<file path="src/rtl/gray_pkg.sv">
// gray_pkg: shared Gray-code helpers and direction constants.
package gray_pkg;
  localparam bit DIR_UP = 1'b1;
  localparam bit DIR_DOWN = 1'b0;
  function automatic logic [15:0] bin2gray(input logic [15:0] b);
    return b ^ (b >> 1);
  endfunction
  function automatic logic [15:0] gray2bin(input logic [15:0] g);
    logic [15:0] b;
    b[15] = g[15];
    for (int i = 14; i >= 0; i--) b[i] = b[i+1] ^ g[i];
    return b;
  endfunction
endpackage

</file>
<file path="src/rtl/gray_counter_n.sv">
// gray_counter_n: N-bit up/down Gray counter with load, wrap/saturate and sticky end flags.
module gray_counter_n
  import gray_pkg::*;
#(
  parameter int WIDTH = 3,
  parameter bit SATURATE = 1'b0
) (
  input  logic             Clk,
  input  logic             Reset,
  input  logic             En,
  input  logic             Dir,
  input  logic             Load,
  input  logic [WIDTH-1:0] LoadVal,
  output logic [WIDTH-1:0] Output,
  output logic [WIDTH-1:0] BinOut,
  output logic             Overflow,
  output logic             Underflow,
  output logic             Wrap
);
  localparam logic [WIDTH-1:0] MAX = '1;
  logic [WIDTH-1:0] next_bin;
  logic next_ovf, next_udf, next_wrap, up, at_end;
  assign up = Dir == DIR_UP;
  assign at_end = up ? BinOut == MAX : BinOut == '0;
  always_comb begin
    next_bin = BinOut;
    next_ovf = Overflow;
    next_udf = Underflow;
    next_wrap = 1'b0;
    if (Load) begin
      next_bin = LoadVal;
      next_ovf = 1'b0;
      next_udf = 1'b0;
    end else if (En) begin
      next_ovf = Overflow | (at_end & up);
      next_udf = Underflow | (at_end & ~up);
      next_wrap = at_end & ~SATURATE;
      next_bin = (at_end && SATURATE) ? BinOut : (up ? BinOut + 1'b1 : BinOut - 1'b1);
    end
  end
  always_ff @(posedge Clk) begin
    if (Reset) begin
      BinOut <= '0;
      Output <= '0;
      Overflow <= 1'b0;
      Underflow <= 1'b0;
      Wrap <= 1'b0;
    end else begin
      BinOut <= next_bin;
      Output <= WIDTH'(bin2gray(16'(next_bin)));
      Overflow <= next_ovf;
      Underflow <= next_udf;
      Wrap <= next_wrap;
    end
  end
endmodule

</file>
<file path="config.mk">
export PLATFORM = sky130hd
export DESIGN_NAME = gray_counter_n
export DESIGN_NICKNAME = d
export VERILOG_FILES = /design/src/rtl/gray_pkg.sv /design/src/rtl/gray_counter_n.sv
export SDC_FILE = /design/constraint.sdc
export NUM_CORES = 1
export LEC_CHECK = 0
export BUFFER_PORTS_ARGS = -buffer_cell sky130_fd_sc_hd__buf_2
export CAP_MARGIN = 20
export CORE_AREA = 5 5 42 44
export CTS_BUF_LIST = sky130_fd_sc_hd__clkbuf_2 sky130_fd_sc_hd__clkbuf_4 sky130_fd_sc_hd__clkbuf_8
export CTS_CLUSTER_SIZE = 40
export DETAILED_ROUTE_END_ITERATION = 7
export DIE_AREA = 0 0 47 49
export GPL_ROUTABILITY_DRIVEN = 1
export HOLD_SLACK_MARGIN = 0.05
export PLACE_DENSITY = 0.51
export SLEW_MARGIN = 20
export SYNTH_ARGS = -nofsm -noshare
export SYNTH_HDL_FRONTEND = slang
export SYNTH_SLANG_ARGS = --single-unit
</file>
<file path="constraint.sdc">
create_clock -name Clk -period 2.41 [get_ports Clk]
set_input_delay 0.241 -clock Clk [delete_from_list [all_inputs] [get_ports Clk]]
set_output_delay 0.241 -clock Clk [all_outputs]
set_load 0.05 [all_outputs]
</file>
[Word-level counts from Yosys, hierarchy flattened]
Index checks and enable logic that the tools add are counted.
Storage, ports and cells
  register bits: 9
  bits in latches: 0
  RAM bits: 0
  bits in read-only memories: 0
  bits of input ports: 8
  output and inout port bits: 9
  logic and storage cells: 22
  memories kept: 0
Cells by class
  add/sub/neg operators: 2
  $mul: 0
  divide/modulo/power cells: 0
  order comparisons: 0
  equality and inequality tests: 1
  shift operators: 0
  mux-type cells: 4
  bitwise gates (word level): 7
  reduce and logical (&&, ||, !) cells: 3
Operators with widths (count)
  two-way mux 3 bit: 3
  adder 3 x 1 -> 3 bit, second input constant: 1
  equality test 3 bit, second input constant: 1
  logical NOT 3 bit: 1
  OR reduction 3 bit: 1
  subtractor 3 x 1 -> 3 bit, second input constant: 1
  bitwise XOR 3 x 2 -> 3 bit: 1
  bitwise AND 1 bit: 2
  NOT 1 bit: 2
  OR 1 bit: 2
  OR reduction 2 bit: 1
  two-way mux 1 bit: 1

[Longest topological paths before layout]
  depth in word-level cells: 5
  mapped depth: 6

[Worst setup path after synthesis]
OpenSTA, ideal clock, no wires.
  path kind: flip-flop to flip-flop
  from: register BinOut[0]
  to: register Output[1]
  setup time: 121 ps
  data arrival time: 2041 ps
  data required time: 2289 ps
  setup slack: 248 ps
  cell stages (with the launch flop): 6
  path buffers: 0
  clock period less this slack: 2162 ps
  cells stage by stage: dfxtp_1 fa_1 xor2_1 or4b_1 and3_4 mux2_4
Between the ends
  word-level cells in the longest chain between the ends: 5
  elaborated cells between the ends (all ways): 6
Ends and longest elaborated chain
  start, declared: line gray_counter_n.sv:15  | output logic [WIDTH-1:0] BinOut,
  start signal, assigned: line gray_counter_n.sv:49  | BinOut <= next_bin;
  subtractor 3 x 1 -> 3 bit / adder 3 x 1 -> 3 bit (equally long branches): line gray_counter_n.sv:38  | next_bin = (at_end && SATURATE) ? BinOut : (up ? BinOut + 1'b1 : BinOut - 1'b1);
  two-way mux 3 bit *: line gray_counter_n.sv:38
  two-way mux 3 bit *: line gray_counter_n.sv:34  | end else if (En) begin
  two-way mux 3 bit *: line gray_counter_n.sv:30  | if (Load) begin
  bitwise XOR 3 x 2 -> 3 bit *: line gray_pkg.sv:6  | return b ^ (b >> 1);
  end signal, assigned: line gray_counter_n.sv:50  | Output <= WIDTH'(bin2gray(16'(next_bin)));
  end, declared: line gray_counter_n.sv:14  | output logic [WIDTH-1:0] Output,
Mark *: on every way between the ends. The rest lies on a longest branch, timed or not.
A chain may end at the register's enable or synchronous reset.

[Worst setup path after layout]
Ends and elaborated chain as after synthesis.

==> metrics.md <==
| Metric | Value |
|---|---|
| Status | complete, no violations |
| Antenna violations before repair | 0 |
| N_diodes | 0 |
| Pwr/cell area | around 750 nW/um^2 |
| RR Endpoint | Output[1]$_SDFF_PP0_ |
| Final worst path period share | 82.5% |
| CP max stage delay | 0.46 ns |
| Register area share after synthesis | a little over 40% |
| Top post-synthesis cells by count | dfxtp_1 (8), nor2_1 (5), nor3_1 (3) |
| Mean Syn Cell Area | 9.91 um^2 |
| Static Leakage | roughly 0.23 nW |
| Worst min path class | in2reg |
| Reg area | 160 um^2 |
| Top post-synthesis cells by area | dfxtp_1 (41%), fa_1 (5.2%), mux2i_1 (5.2%) |
| CTS tree | yes |
| Critical-path top delay cell | or4b_1 |
| Synthesized cell area | 387 um^2 |
| Remaining Overflow, GRT | 0 |
| Die area | about 2300 um^2 |
| Most instantiated library cell after synthesis | dfxtp_1 |
| CP arrival | 2.13 ns |
| Multi-input logic area | 200 um^2 |
| DRT Pass-1 Iters | 1 |
| Critical Path Source Type | register |
| R2r startpoint | BinOut[0]$_SDFF_PP0_ |
| Worst-path fanout max | 5 |
| Row count | 14 |
| Syn. warnings | 0 |
| Slew Limit Fails | 0 |
| CP top delay family | simple AND/OR/NAND/NOR gates |
| Vias in the first global route | 307 |
| Final nets | 65 |
| DRT Wirelength | 854 um |
| CP Launch Point | BinOut[0]$_SDFF_PP0_ |
| Crit Path Class | reg2reg |
| Starting Density | 27.6% |
| Max Clk Rate | 0.503 GHz |
| Via count | 335 |
| Cts repair resizes | 0 |
| CP required | 2.55 ns |
| # hold bufs at CTS | 0 |
| Netlist cell types | 22 |
| Num Clock Sinks | 8 |
| Cell accounting for the most synthesized area | dfxtp_1 |
| #FFs+latches synth | 8 |
| Post-route setup TNS | 0 ns |
| Mapped Cells | 39 |
| GRT Overall Usage | under 10% |
| Die Wd | 47 um |
| # DRC | 0 |
| Worst-Skew Late Latency | 0.26 ns |
| Clock Tree Buf Depth | 2 |
| Maximum number of pins on one net before global-route repair | 10 |
| Endpoints failing setup | 0 |
| RSZ-0062 raised after global routing | no |
| Reg2reg path depth | 5 |
| Setup crit end kind | register |
| Asr flop ratio synth | 0% |
| Fillers | 159 |
| CTS buffer count | 3 |
| Final ANT Viol Nets | 0 |
| Clock Tree Root | clkbuf_4 |
| CP Capture Point | Output[1]$_SDFF_PP0_ |
| Fin. Hold Viols | 0 |
| FF-to-FF setup slack | 0.42 ns |
| Tightest Pin Transition | 0.354 ns |
| Share of cells above drive strength 1 | 42.6% |
| Syn_nets | 48 |
| Dominant synthesized flop cell | dfxtp_1 |
| Number of buffers and inverters on the critical path | 0 |
| Post-CTS setup buffers | 0 |
| Port Buffers | 16 |
| Layout Cells excl Fill | 70 |
| Vias/cell | 4.79 |
| Worst vdd ir | around 0.00026 V |
| Layout area overhead | 25.9% |
| CP cell instances | fa_1 -> xor2_1 -> or4b_1 -> and3_4 -> mux2_4 |
| First-pass GRT wire length | 1.33 mm |
| IO Pins | 17 |
| Gpl congestion | 0.781 |
| Wire per inst | ~12 um |
| Max cap viols | 0 |
| Hold WS | approximately 0.25 ns |
| Max-slew headroom | 76.2% |
| Chip height | 49 um |
| CTS clk-pin slew, worst paths | 0.06 ns |
| Post-synth EDFFs | 0 |
| H-tree level count | 1 |
| Placed cells | between 60 and 70 |
| Crit path depth | 5 |
| Synth top area share | between 40% and 50% |
| 1st-iter DRT viols | 0 |
| Fin crit period | 1.99 ns |
| Core Area | about 1400 um^2 |
| Worst clock skew | 0.00320 ns |
## kinds of logic after synthesis
| logic type | Yosys count | share of synthesized area, % |
|---|---|---|
| and+or+nand+nor | 14 | 22.0 |
| DFF | 8 | 41.4 |
| buffers and inverters | 5 | 6.79 |
| AOI/OAI and AO/OA | 4 | 5.82 |
| muxes | 4 | 12.0 |
| xor gates and xnor gates | 3 | 6.80 |
| adders and majority gates | 1 | 5.18 |
## worst min-delay path by stage
stage	startpoint	to	slack, ns	depth (start not counted)
after floorplan	LoadVal[0]	BinOut[0]$_SDFF_PP0_	0.43	2
after global placement	Underflow$_SDFFE_PP0P_	Underflow$_SDFFE_PP0P_	0.50	2
final	Reset	Output[2]$_SDFF_PP0_	0.25	2
after detailed placement	Underflow$_SDFFE_PP0P_	Underflow$_SDFFE_PP0P_	0.50	2
after CTS	Reset	Output[2]$_SDFF_PP0_	0.25	2
after global routing	Reset	BinOut[0]$_SDFF_PP0_	0.27	2
## registers in the layout, indices dropped and copies added (netlist names)
register / flops
BinOut: 2
Output: 3
Overflow: 1
Underflow: 1
Wrap: 1
## per-stage QoR
step	worst slack (ns)	util, %	area, um^2	total power, mW
finish	0.423	34.7	487	0.365
global route	0.359	34.7	487	0.392
CTS	0.413	34.7	487	0.372
detailed placement	0.336	33.1	464	0.263
global placement	0.344	33.1	464	0.261
floorplan	0.248	-	387	0.241
## layout by cell type (no fill, tap or decap)
| cell type | instances |
|---|---|
| clkbuf_4 | 3 |
| a21oi_1 | 2 |
| a22oi_1 | 1 |
| fa_1 | 1 |
| dfxtp_1 | 8 |
| buf_2 | 16 |
| or4b_1 | 1 |
| mux2_4 | 1 |
| nor4_1 | 1 |
| mux2i_1 | 2 |
| mux2_2 | 1 |
| o21ai_0 | 1 |
| nor2b_1 | 1 |
| xor2_1 | 2 |
| nor2_1 | 5 |
| inv_1 | 1 |
| xnor2_1 | 1 |
| and3_4 | 1 |
| and4_2 | 1 |
| nor3_1 | 3 |
| nand3b_1 | 1 |
## metal layers
layer / vias to the layer above / wire, um / track usage (%)
li1: 165 / - / -
met1: 152 / 425 / 12.2
met2: 15 / 340 / 9.95
met3: 3 / 63 / 3.32
met4: 0 / 23 / 6.91
met5: - / 0 / 0
## report_power, final
group,internal [mW],leakage (nW),switching (mW)
combinational,0.0361,0.155,0.0708
sequential,0.143,0.0658,0.00859
clock,0.0572,0.0138,0.0487
total,0.236,0.234,0.128
## area by class of cell
type	instances	area share [%]
multi-input cells	26	41.1
clock buffers	3	4.63
repair buffers	16	16.5
flip-flops and latches	8	32.9
inverters	1	0.771
well taps	16	4.11
Note: power is estimated with default switching activity, not from simulation.
